--- src/rtl/fir_pkg.sv ---
// fir_pkg: shared types and default sizing for the fir driver slice.
//   state_e    - driver FSM states
//   TAPSHALF   - coefficients actually loaded (symmetric filter)
//   CFG_W      - serialised coefficient stream length in bits
//   CNT_W      - width of a counter that can hold 0..CFG_W
//   cnt_width  - helper returning the counter width for an arbitrary bit count
package fir_pkg;

    localparam int unsigned BITS_DEFAULT = 8;
    localparam int unsigned TAPS_DEFAULT = 6;
    localparam int unsigned TAPSHALF     = TAPS_DEFAULT / 2;
    localparam int unsigned CFG_W        = TAPSHALF * BITS_DEFAULT;
    localparam int unsigned CNT_W        = $clog2(CFG_W + 1);

    typedef enum logic [2:0] {
        IDLE,
        LOAD,
        READY,
        START,
        WAIT,
        OUT
    } state_e;

    function automatic int unsigned cnt_width(input int unsigned n);
        return $clog2(n + 1);
    endfunction

endpackage

--- src/rtl/fir_coeff_ser.sv ---
// fir_coeff_ser: parallel-to-serial shifter for the coefficient stream.
// Ports:
//   clk, rst_n   - clock, asynchronous active-low reset
//   i_load       - capture i_data and start shifting SER_W bits
//   i_data       - parallel word, sent MSB first
//   o_bit        - current serial bit (valid while o_busy)
//   o_busy       - bits remain to be sent
//   o_last       - the bit on o_bit is the final one
module fir_coeff_ser
    import fir_pkg::*;
#(
    parameter int unsigned SER_W  = CFG_W,
    parameter int unsigned SER_CW = CNT_W
) (
    input  logic             clk,
    input  logic             rst_n,
    input  logic             i_load,
    input  logic [SER_W-1:0] i_data,
    output logic             o_bit,
    output logic             o_busy,
    output logic             o_last
);

    logic [SER_W-1:0]  r_shift;
    logic [SER_CW-1:0] r_cnt;

    always_ff @(posedge clk or negedge rst_n) begin
        if (!rst_n) begin
            r_shift <= '0;
            r_cnt   <= '0;
        end else if (i_load) begin
            r_shift <= i_data;
            r_cnt   <= SER_CW'(SER_W);
        end else if (r_cnt != '0) begin
            r_shift <= {r_shift[SER_W-2:0], 1'b0};
            r_cnt   <= r_cnt - SER_CW'(1);
        end
    end

    assign o_bit  = r_shift[SER_W-1];
    assign o_busy = (r_cnt != '0);
    assign o_last = (r_cnt == SER_CW'(1));

endmodule

--- src/rtl/fir_driver.sv ---
// fir_driver: initiator-side controller for the fir core.
// Loads a parallel coefficient set into fir serially, then streams single samples
// (one-cycle start, wait for done) and returns y on a valid/ready output.
// Ports:
//   clk, rst_n                 - clock, asynchronous active-low reset
//   cfg_valid/cfg_ready        - coefficient set handshake, cfg_coeffs = {coeff[n-1]..coeff[0]}
//   in_valid/in_ready/in_data  - sample handshake
//   out_valid/out_ready/out_data - result handshake (captured y)
//   coeff_load_out, coeff_out, lock_out, start, x - to fir
//   done, y                    - from fir
//   err                        - sticky timeout flag
// Optional: define FIR_DRIVER_TIMEOUT_EN to enable the done timeout (TIMEOUT cycles);
// otherwise err is tied 0 and WAIT waits indefinitely.
module fir_driver
    import fir_pkg::*;
#(
    parameter int unsigned BITS    = BITS_DEFAULT,
    parameter int unsigned TAPS    = TAPS_DEFAULT,
    parameter int unsigned TIMEOUT = 64
) (
    input  logic                       clk,
    input  logic                       rst_n,
    input  logic                       cfg_valid,
    output logic                       cfg_ready,
    input  logic [(TAPS/2)*BITS-1:0]   cfg_coeffs,
    input  logic                       in_valid,
    output logic                       in_ready,
    input  logic [BITS-1:0]            in_data,
    output logic                       out_valid,
    input  logic                       out_ready,
    output logic [BITS-1:0]            out_data,
    output logic                       coeff_load_out,
    output logic                       coeff_out,
    output logic                       lock_out,
    output logic                       start,
    output logic [BITS-1:0]            x,
    input  logic                       done,
    input  logic [BITS-1:0]            y,
    output logic                       err
);

    localparam int unsigned SER_W  = (TAPS / 2) * BITS;
    localparam int unsigned SER_CW = cnt_width(SER_W);

    state_e          r_state, w_state_nxt;
    logic            r_lock, w_lock_nxt;
    logic [BITS-1:0] r_x, w_x_nxt;
    logic            r_out_valid, w_out_valid_nxt;
    logic [BITS-1:0] r_out_data, w_out_data_nxt;
    logic            w_ser_load, w_ser_bit, w_ser_busy, w_ser_last;
    logic            w_cfg_rdy;

`ifdef FIR_DRIVER_TIMEOUT_EN
    localparam int unsigned TMO_W = cnt_width(TIMEOUT);
    logic [TMO_W-1:0] r_tmo, w_tmo_nxt;
    logic             r_err, w_err_nxt;
`else
    logic w_unused_timeout;
    assign w_unused_timeout = (TIMEOUT != 0);
`endif

    fir_coeff_ser #(
        .SER_W  (SER_W),
        .SER_CW (SER_CW)
    ) u_ser (
        .clk    (clk),
        .rst_n  (rst_n),
        .i_load (w_ser_load),
        .i_data (cfg_coeffs),
        .o_bit  (w_ser_bit),
        .o_busy (w_ser_busy),
        .o_last (w_ser_last)
    );

    always_comb begin
        w_state_nxt     = r_state;
        w_lock_nxt      = r_lock;
        w_x_nxt         = r_x;
        w_out_valid_nxt = r_out_valid;
        w_out_data_nxt  = r_out_data;
        w_ser_load      = 1'b0;
        w_cfg_rdy       = 1'b0;
        in_ready        = 1'b0;
`ifdef FIR_DRIVER_TIMEOUT_EN
        w_tmo_nxt       = r_tmo;
        w_err_nxt       = r_err;
`endif
        unique case (r_state)
            IDLE: begin
                w_cfg_rdy = 1'b1;
                if (cfg_valid) begin
                    w_ser_load  = 1'b1;
                    w_lock_nxt  = 1'b0;
                    w_state_nxt = LOAD;
`ifdef FIR_DRIVER_TIMEOUT_EN
                    w_err_nxt   = 1'b0;
`endif
                end
            end
            LOAD: begin
                if (w_ser_last) begin
                    w_lock_nxt  = 1'b1;
                    w_state_nxt = READY;
                end
            end
            READY: begin
                w_cfg_rdy = 1'b1;
                // A reload takes priority over a sample offered in the same cycle.
                if (cfg_valid) begin
                    w_ser_load  = 1'b1;
                    w_lock_nxt  = 1'b0;
                    w_state_nxt = LOAD;
`ifdef FIR_DRIVER_TIMEOUT_EN
                    w_err_nxt   = 1'b0;
`endif
                end else begin
                    in_ready = 1'b1;
                    if (in_valid) begin
                        w_x_nxt     = in_data;
                        w_state_nxt = START;
                    end
                end
            end
            START: begin
`ifdef FIR_DRIVER_TIMEOUT_EN
                w_tmo_nxt   = '0;
`endif
                w_state_nxt = WAIT;
            end
            WAIT: begin
                if (done) begin
                    w_out_data_nxt  = y;
                    w_out_valid_nxt = 1'b1;
                    w_state_nxt     = OUT;
`ifdef FIR_DRIVER_TIMEOUT_EN
                end else if (r_tmo == TMO_W'(TIMEOUT - 1)) begin
                    w_err_nxt       = 1'b1;
                    w_out_data_nxt  = '0;
                    w_out_valid_nxt = 1'b1;
                    w_state_nxt     = OUT;
                end else begin
                    w_tmo_nxt = r_tmo + TMO_W'(1);
`endif
                end
            end
            OUT: begin
                if (r_out_valid && out_ready) begin
                    w_out_valid_nxt = 1'b0;
                end
                // Leave only once done has dropped so a stale done is never reused.
                if ((!r_out_valid || out_ready) && !done) begin
                    w_state_nxt = READY;
                end
            end
            default: w_state_nxt = IDLE;
        endcase
    end

    always_ff @(posedge clk or negedge rst_n) begin
        if (!rst_n) begin
            r_state     <= IDLE;
            r_lock      <= 1'b0;
            r_x         <= '0;
            r_out_valid <= 1'b0;
            r_out_data  <= '0;
        end else begin
            r_state     <= w_state_nxt;
            r_lock      <= w_lock_nxt;
            r_x         <= w_x_nxt;
            r_out_valid <= w_out_valid_nxt;
            r_out_data  <= w_out_data_nxt;
        end
    end

`ifdef FIR_DRIVER_TIMEOUT_EN
    always_ff @(posedge clk or negedge rst_n) begin
        if (!rst_n) begin
            r_tmo <= '0;
            r_err <= 1'b0;
        end else begin
            r_tmo <= w_tmo_nxt;
            r_err <= w_err_nxt;
        end
    end
    assign err = r_err;
`else
    assign err = 1'b0;
`endif

    // Gated by reset so every output reads 0 while rst_n is low.
    assign cfg_ready      = w_cfg_rdy & rst_n;
    assign coeff_load_out = (r_state == LOAD) & w_ser_busy;
    assign coeff_out      = coeff_load_out & w_ser_bit;
    assign lock_out       = r_lock;
    assign start          = (r_state == START);
    assign x              = r_x;
    assign out_valid      = r_out_valid;
    assign out_data       = r_out_data;

endmodule

--- config.mk ---
export PLATFORM = sky130hd
export DESIGN_NAME = fir_driver
export DESIGN_NICKNAME = d
export VERILOG_FILES = /design/src/rtl/fir_pkg.sv /design/src/rtl/fir_coeff_ser.sv /design/src/rtl/fir_driver.sv
export SDC_FILE = /design/constraint.sdc
export NUM_CORES = 1
export LEC_CHECK = 0
export BUFFER_PORTS_ARGS = -buffer_cell sky130_fd_sc_hd__buf_2
export CORE_UTILIZATION = 30
export DETAILED_ROUTE_END_ITERATION = 10
export MAX_ROUTING_LAYER = met4
export PLACE_DENSITY_LB_ADDON = 0.15
export SLEW_MARGIN = 20
export SYNTH_ARGS = -nofsm -noshare
export SYNTH_HDL_FRONTEND = slang
export SYNTH_SLANG_ARGS = --single-unit
--- constraint.sdc ---
create_clock -name clk -period 1.51 [get_ports clk]
set_input_delay 0.151 -clock clk [delete_from_list [all_inputs] [get_ports clk]]
set_output_delay 0.151 -clock clk [all_outputs]
set_load 0.02 [all_outputs]
==> reports/qor.csv, run 1 <==
stage,metric,value,unit
sta,fin_skew,5.43,ps
layout,diodes,0,
synth,synth_nets,249,
floorplan,die_width,90.6,um
run_status,violations,negative setup slack,
global_routing,grt_max_degree,54,
floorplan,start_util,0.318,
floorplan,core,7410,um2
layout,finalInstanceArea,3160,um2
setup_path,rrSetupSlack,-130,ps
placement,dp_slack,-104,ps
floorplan,die_h,90.6,um
global_routing,grt_pass1_vias,1726,
min_path,holdCritPathClass,in -> async,
setup_path,worstPathMaxFanout,2,
sta,hold_ws,13.2,ps
setup_path,rr_startpoint,u_ser.r_cnt[0],
placement,numPortBuffers,68,
synth,syn_avg_cell_area,11.7,um2
sta,finalCriticalPeriod,1730,ps
layout,multi_input_area,1080,um2
detailed_routing,wire_per_inst,12.8,um
setup_path,r2r_cells,8,
pwr,power.total,5.86,mW
detailed_routing,drtAntennaViolNets,0,
synth,synth_area,2360,um2
setup_path,rr_endpoint,u_ser.r_shift[18],
sta,slew-limit-headroom,0.572,
synth,yosysTopAreaCell,dfrtp_1,
sta,timing.final.hold_violations,0,
synth,synth-edff-count,0,
sta,setup_tns,-1950,ps
pwr,p_per_area,1850,nW/um2
detailed_routing,drt_iter0_drc,77,
placement,place.gp.congestion,0.782,
synth,synth.area.top_cells,"dfrtp_1, mux2i_1, o21ai_1, mux2_4, nand2_1",
synth,synth_top_area_frac,0.531,
synth,ys.flop_type,dfrtp_1,
synth,yosys_warnings,0,
layout,drive_gt1_frac,0.429,
setup_path,crit_start,u_ser.r_cnt[0],
placement,dp_hpwl,3410,um
synth,synth.yosys.seq_area_share,0.531,
sta,tightestPinTransition,642,ps
global_routing,grt_pass1_wl,8320,um
placement,placed_area,2930,um2
synth,synth_cell_type_count,39,
setup_path,arrival,1580,ps
global_routing,grt.overflow.total,0,
pwr,p_leak,1.49,nW
flow_run,drv_cap,0,
sta,rsz0062_at_grt,true,
synth,synthArstFlopShare,1.00,
floorplan,die_area,8210,um2
clock_tree,clk_pin_slew,90,ps
synth,synthCells,201,
sta,finalMaxSlewViolations,0,
detailed_routing,vias,1728,
setup_path,crit_required,1360,ps
setup_path,criticalPathCategory,reg -> out,
sta,worst_slack,-222,ps
global_routing,antenna_found_initial,0,
clock_tree,clockRootBuffer,clkbuf_8,
run_status,status,finished with violations,
sta,fmax,577,MHz
clock_tree,htreeDepth,2,
detailed_routing,wirelength,4960,um
layout,nNetsFinal,336,
global_routing,track_usage,0.129,
sta,setup_violations,26,
layout,syn_to_final_growth,34.2,%
clock_tree,cts_tree,done,
clock_tree,clkLatencyLatePin,300,ps
clock_tree,clockBufferDepth,2,
synth,ys_ff_latch,50,
clock_tree,cts_buffers,5,
clock_tree,cts_sinks,50,
layout,fillers,729,
floorplan,num_rows,31,
pwr,irDropWorstVdd,0.749,mV
detailed_routing,viasPerCell,4.45,
detailed_routing,drc,0,
clock_tree,ctsHoldBuffers,0,
layout,register_area,1250,um2
synth,synthTopCellsByCount,"dfrtp_1, nand2_1, o21ai_1, mux2i_1",
floorplan,pin_count,70,
detailed_routing,first_pass_iters,4,
setup_path,end_kind,output pin,
synth,synth_most_common_cell,dfrtp_1,
sta,period_share,1.15,
setup_path,critPathLaunchType,flip-flop,
==> final cells by class <==
cell class | count | share of cell area
clock buffers | 7 | 0.0241
clock inverters | 1 | 0.00950
inverters | 5 | 0.00594
multi-input cells | 135 | 0.343
flip-flops and latches | 50 | 0.396
well taps | 99 | 0.0392
repair buffers | 91 | 0.182
==> cells by family (layout without fill, tap and decap cells) <==
family          count (synthesis)  after routing  share of synthesized area
other cells                     1              1                    0.00159
simple gates                   52             52                      0.125
fa+ha+maj                       2              2                     0.0106
mux                            40             40                      0.192
buf+inv                        16            104                     0.0425
flops                          50             50                      0.531
xor+xnor                        1              1                    0.00372
compound gates                 39             39                     0.0940
==> report_power, final <==
part | switching (mW) | internal (mW)
clock network | 0.426 | 0.496
registers | 0.429 | 1.93
logic | 1.26 | 1.33
==> critical path, cell delays in order, from the launching register on <==
cell and delay, ps:
dfrtp_1 410, inv_2 80, ha_4 130, nor4b_4 200, buf_4 170, nor2b_4 40, and2_4 130, buf_6 120
==> layout by cell type, fill, tap and decap left out, types with 2 or more instances in the layout <==
master and n:
a21oi_1 4, mux2_1 8, nor3b_2 2, nor2b_1 3, ha_4 2, nand2_1 28
o21ai_0 2, clkbuf_8 5, buf_12 4, o21ai_1 24, buf_2 66, clkbuf_1 2
buf_4 19, nor2_1 6, mux2_4 8, inv_1 3, mux2i_1 22, inv_2 2
dfrtp_1 49, buf_6 2, nor4b_4 3
==> through the flow <==
| stage | util | cells |
|---|---|---|
| after floorplan | - | 201 |
| after global placement | 0.396 | 373 |
| after detailed placement | 0.396 | 373 |
| after CTS | 0.421 | 387 |
| after global routing | 0.427 | 388 |
| final | 0.427 | 388 |
==> metal layers <==
| metal | vias up | GRT usage | routed length [um] |
|---|---|---|---|
| met4 | 0 | 0.0403 | 70 |
| met3 | 5 | 0.0236 | 134 |
| met2 | 31 | 0.194 | 2390 |
| met1 | 828 | 0.177 | 2370 |
| met5 | - | - | 0 |
| li1 | 864 | - | - |
==> state kept, by name (all words and copies together) (netlist names) <==
signal         cells
out_data           8
out_valid          1
r_state            3
u_ser.r_shift     24
u_ser.r_cnt        5
x                  8
lock_out           1
==> how the worst max path moves through the flow <==
stage	end	slack [ps]	cells past startpoint
3_3_place_gp	u_ser.r_shift[1]	-50	6
6_report	coeff_out	-220	7
4_1_cts	coeff_out	-220	7
2_1_floorplan	x[0]	-10	3
5_1_grt	coeff_out	-320	7
3_5_place_dp	u_ser.r_shift[1]	-100	6
==> what timing repair did <==
action                                  in CTS  in global routing
cloned                                       0                  0
endpoints found under the setup margin      29                 43
pin swaps                                    5                  5
gates resized for setup                     10                  7
buffers inserted                             7                  5
No activity file was read; power rests on OpenSTA's default activity.
==> inputs of run 2 (changes only) <==
--- a/config.mk
+++ b/config.mk
@@ -6,10 +6,12 @@
 export NUM_CORES = 1
 export LEC_CHECK = 0
 export BUFFER_PORTS_ARGS = -buffer_cell sky130_fd_sc_hd__buf_2
+export CORE_MARGIN = 2
 export CORE_UTILIZATION = 30
 export DETAILED_ROUTE_END_ITERATION = 10
 export MAX_ROUTING_LAYER = met4
 export PLACE_DENSITY_LB_ADDON = 0.15
+export SKIP_CTS_REPAIR_TIMING = 1
 export SLEW_MARGIN = 20
 export SYNTH_ARGS = -nofsm -noshare
 export SYNTH_HDL_FRONTEND = slang
==> reports/qor.csv, run 2 (same netlist as run 1, synthesis figures left out) <==
stage,metric,value,unit
setup_path,critPathTopFamily,buffers and inverters,
clock_tree,clockBufferDepth,2,
sta,setup_violations,23,
pwr,pwr-share-clk,0.161,
global_routing,busiest_layer,met2,
setup_path,criticalPathCategory,reg -> out,
floorplan,die_area,8580,um2
detailed_routing,wire_per_inst,12.4,um
global_routing,track_usage,0.123,
setup_path,crit_slowest_cell,dfrtp_1,
global_routing,antenna_found_initial,0,
detailed_routing,drtAntennaViolNets,0,
global_routing,met1_usage,0.163,
flow_run,drv_cap,0,
pwr,switching_share,0.360,
layout,multi_input_area,1050,um2
detailed_routing,first_pass_iters,4,
floorplan,core,7690,um2
clock_tree,clk_pin_slew,90,ps
layout,top_register,u_ser.r_shift,
layout,syn_to_final_growth,34.5,%
setup_path,end_kind,output pin,
pwr,combPwrFrac,0.440,
sta,fmax,571,MHz
global_routing,met2_usage,0.190,
layout,nNetsFinal,337,
layout,final_cell_mix,"buf_2, dfrtp_1, nand2_1",
placement,placed_area,2970,um2
layout,largest_reg_flops,24,
global_routing,grt.overflow.total,0,
global_routing,grt_pass1_wl,8140,um
setup_path,crit_path_max_incr_delay,390,ps
placement,place.gp.congestion,0.748,
run_status,violations,"negative hold slack, negative setup slack",
setup_path,crit_required,1360,ps
setup_path,arrival,1600,ps
global_routing,grt_max_degree,51,
pwr,p_leak,1.50,nW
placement,dp_hpwl,3460,um
placement,numPortBuffers,68,
detailed_routing,drt_iter0_drc,74,
setup_path,path_cells,inv_2 -> ha_4 -> nor4b_4 -> buf_4 -> nor2b_4 -> and2_4 -> buf_6,
layout,layout.cells.most_common,buf_2,
floorplan,die_width,92.6,um
sta,period_share,1.16,
detailed_routing,vias,1774,
pwr,cellInternalPower,3.72,mW
detailed_routing,wirelength,4870,um
layout,register_area,1250,um2
detailed_routing,viasPerCell,4.53,
floorplan,die_h,92.6,um
detailed_routing,drc,0,
clock_tree,clockRootBuffer,clkbuf_8,
sta,finalMaxSlewViolations,0,
clock_tree,cts_buffers,5,
sta,finalCriticalPeriod,1750,ps
sta,tightestPinTransition,637,ps
sta,slew-limit-headroom,0.575,
setup_path,worstPathMaxFanout,4,
clock_tree,clkLatencyLatePin,300,ps
sta,fin_skew,2.84,ps
floorplan,num_rows,32,
clock_tree,cts_sinks,50,
floorplan,start_util,0.306,
pwr,p_per_area,1830,nW/um2
pwr,p_seq_frac,0.399,
sta,timing.final.hold_violations,17,
run_status,status,finished with violations,
global_routing,use_met3,0.0220,
pwr,irDropWorstVdd,0.835,mV
setup_path,crit_buf_inv,3,
sta,hold_ws,-12.2,ps
global_routing,grt_pass1_vias,1713,
min_path,holdCritPathClass,in -> async,
layout,drive_gt1_frac,0.424,
layout,fillers,782,
sta,rsz0062_at_grt,true,
layout,utilization,0.412,
layout,diodes,0,
setup_path,critPathLaunchType,flip-flop,
clock_tree,htreeDepth,2,
placement,dp_slack,-71.2,ps
pwr,switchingPower,2.09,mW
floorplan,pin_count,70,
layout,finalInstanceArea,3170,um2
clock_tree,cts_tree,done,
sta,worst_slack,-241,ps
run 2: per-layer routing:
| layer | share of wire | vias up |
|---|---|---|
| li1 | - | 874 |
| met1 | 0.48 | 861 |
| met2 | 0.48 | 31 |
| met3 | 0.027 | 8 |
| met4 | 0.021 | 0 |
| met5 | 0 | - |
run 2: power by group through the flow:
stage | Sequential [mW] | Clock (mW) | Combinational (mW)
floorplan | 2.53 | 0 | 1.37
global placement | 2.32 | 0 | 2.41
detailed placement | 2.32 | 0 | 2.44
CTS | 2.30 | 0.983 | 2.44
global route | 2.41 | 1.03 | 2.81
finish | 2.32 | 0.933 | 2.55
run 2: metrics by stage:
stage	TNS, ps	power, mW	std cells
floorplan	-93.7	3.89	201
global placement	-909	4.74	379
detailed placement	-998	4.76	379
CTS	-2380	5.72	387
global route	-4540	6.25	392
finish	-743	5.80	392
run 2: cell type report:
cell class | count | area share
clock buffer | 5 | 0.0217
clock inverter | 3 | 0.0126
inverter | 5 | 0.00592
multi-input combinational | 135 | 0.331
sequential | 50 | 0.396
tap | 102 | 0.0403
timing repair buffer | 92 | 0.192
run 2: final timing paths:
| kind | from | endpoint | slack, ps | cells after the start |
|---|---|---|---|---|
| min in group clk | cfg_coeffs[19] | u_ser.r_shift[19] | 50 | 3 |
| setup / recovery | u_ser.r_cnt[1] | coeff_out | -240 | 7 |
| hold / removal | rst_n | x[4] | -10 | 2 |
| max in group asynchronous | rst_n | r_state[0] | 1050 | 2 |
| setup reg to reg | u_ser.r_cnt[1] | u_ser.r_shift[14] | -30 | 7 |
| hold reg to reg | out_data[2] | out_data[2] | 490 | 1 |
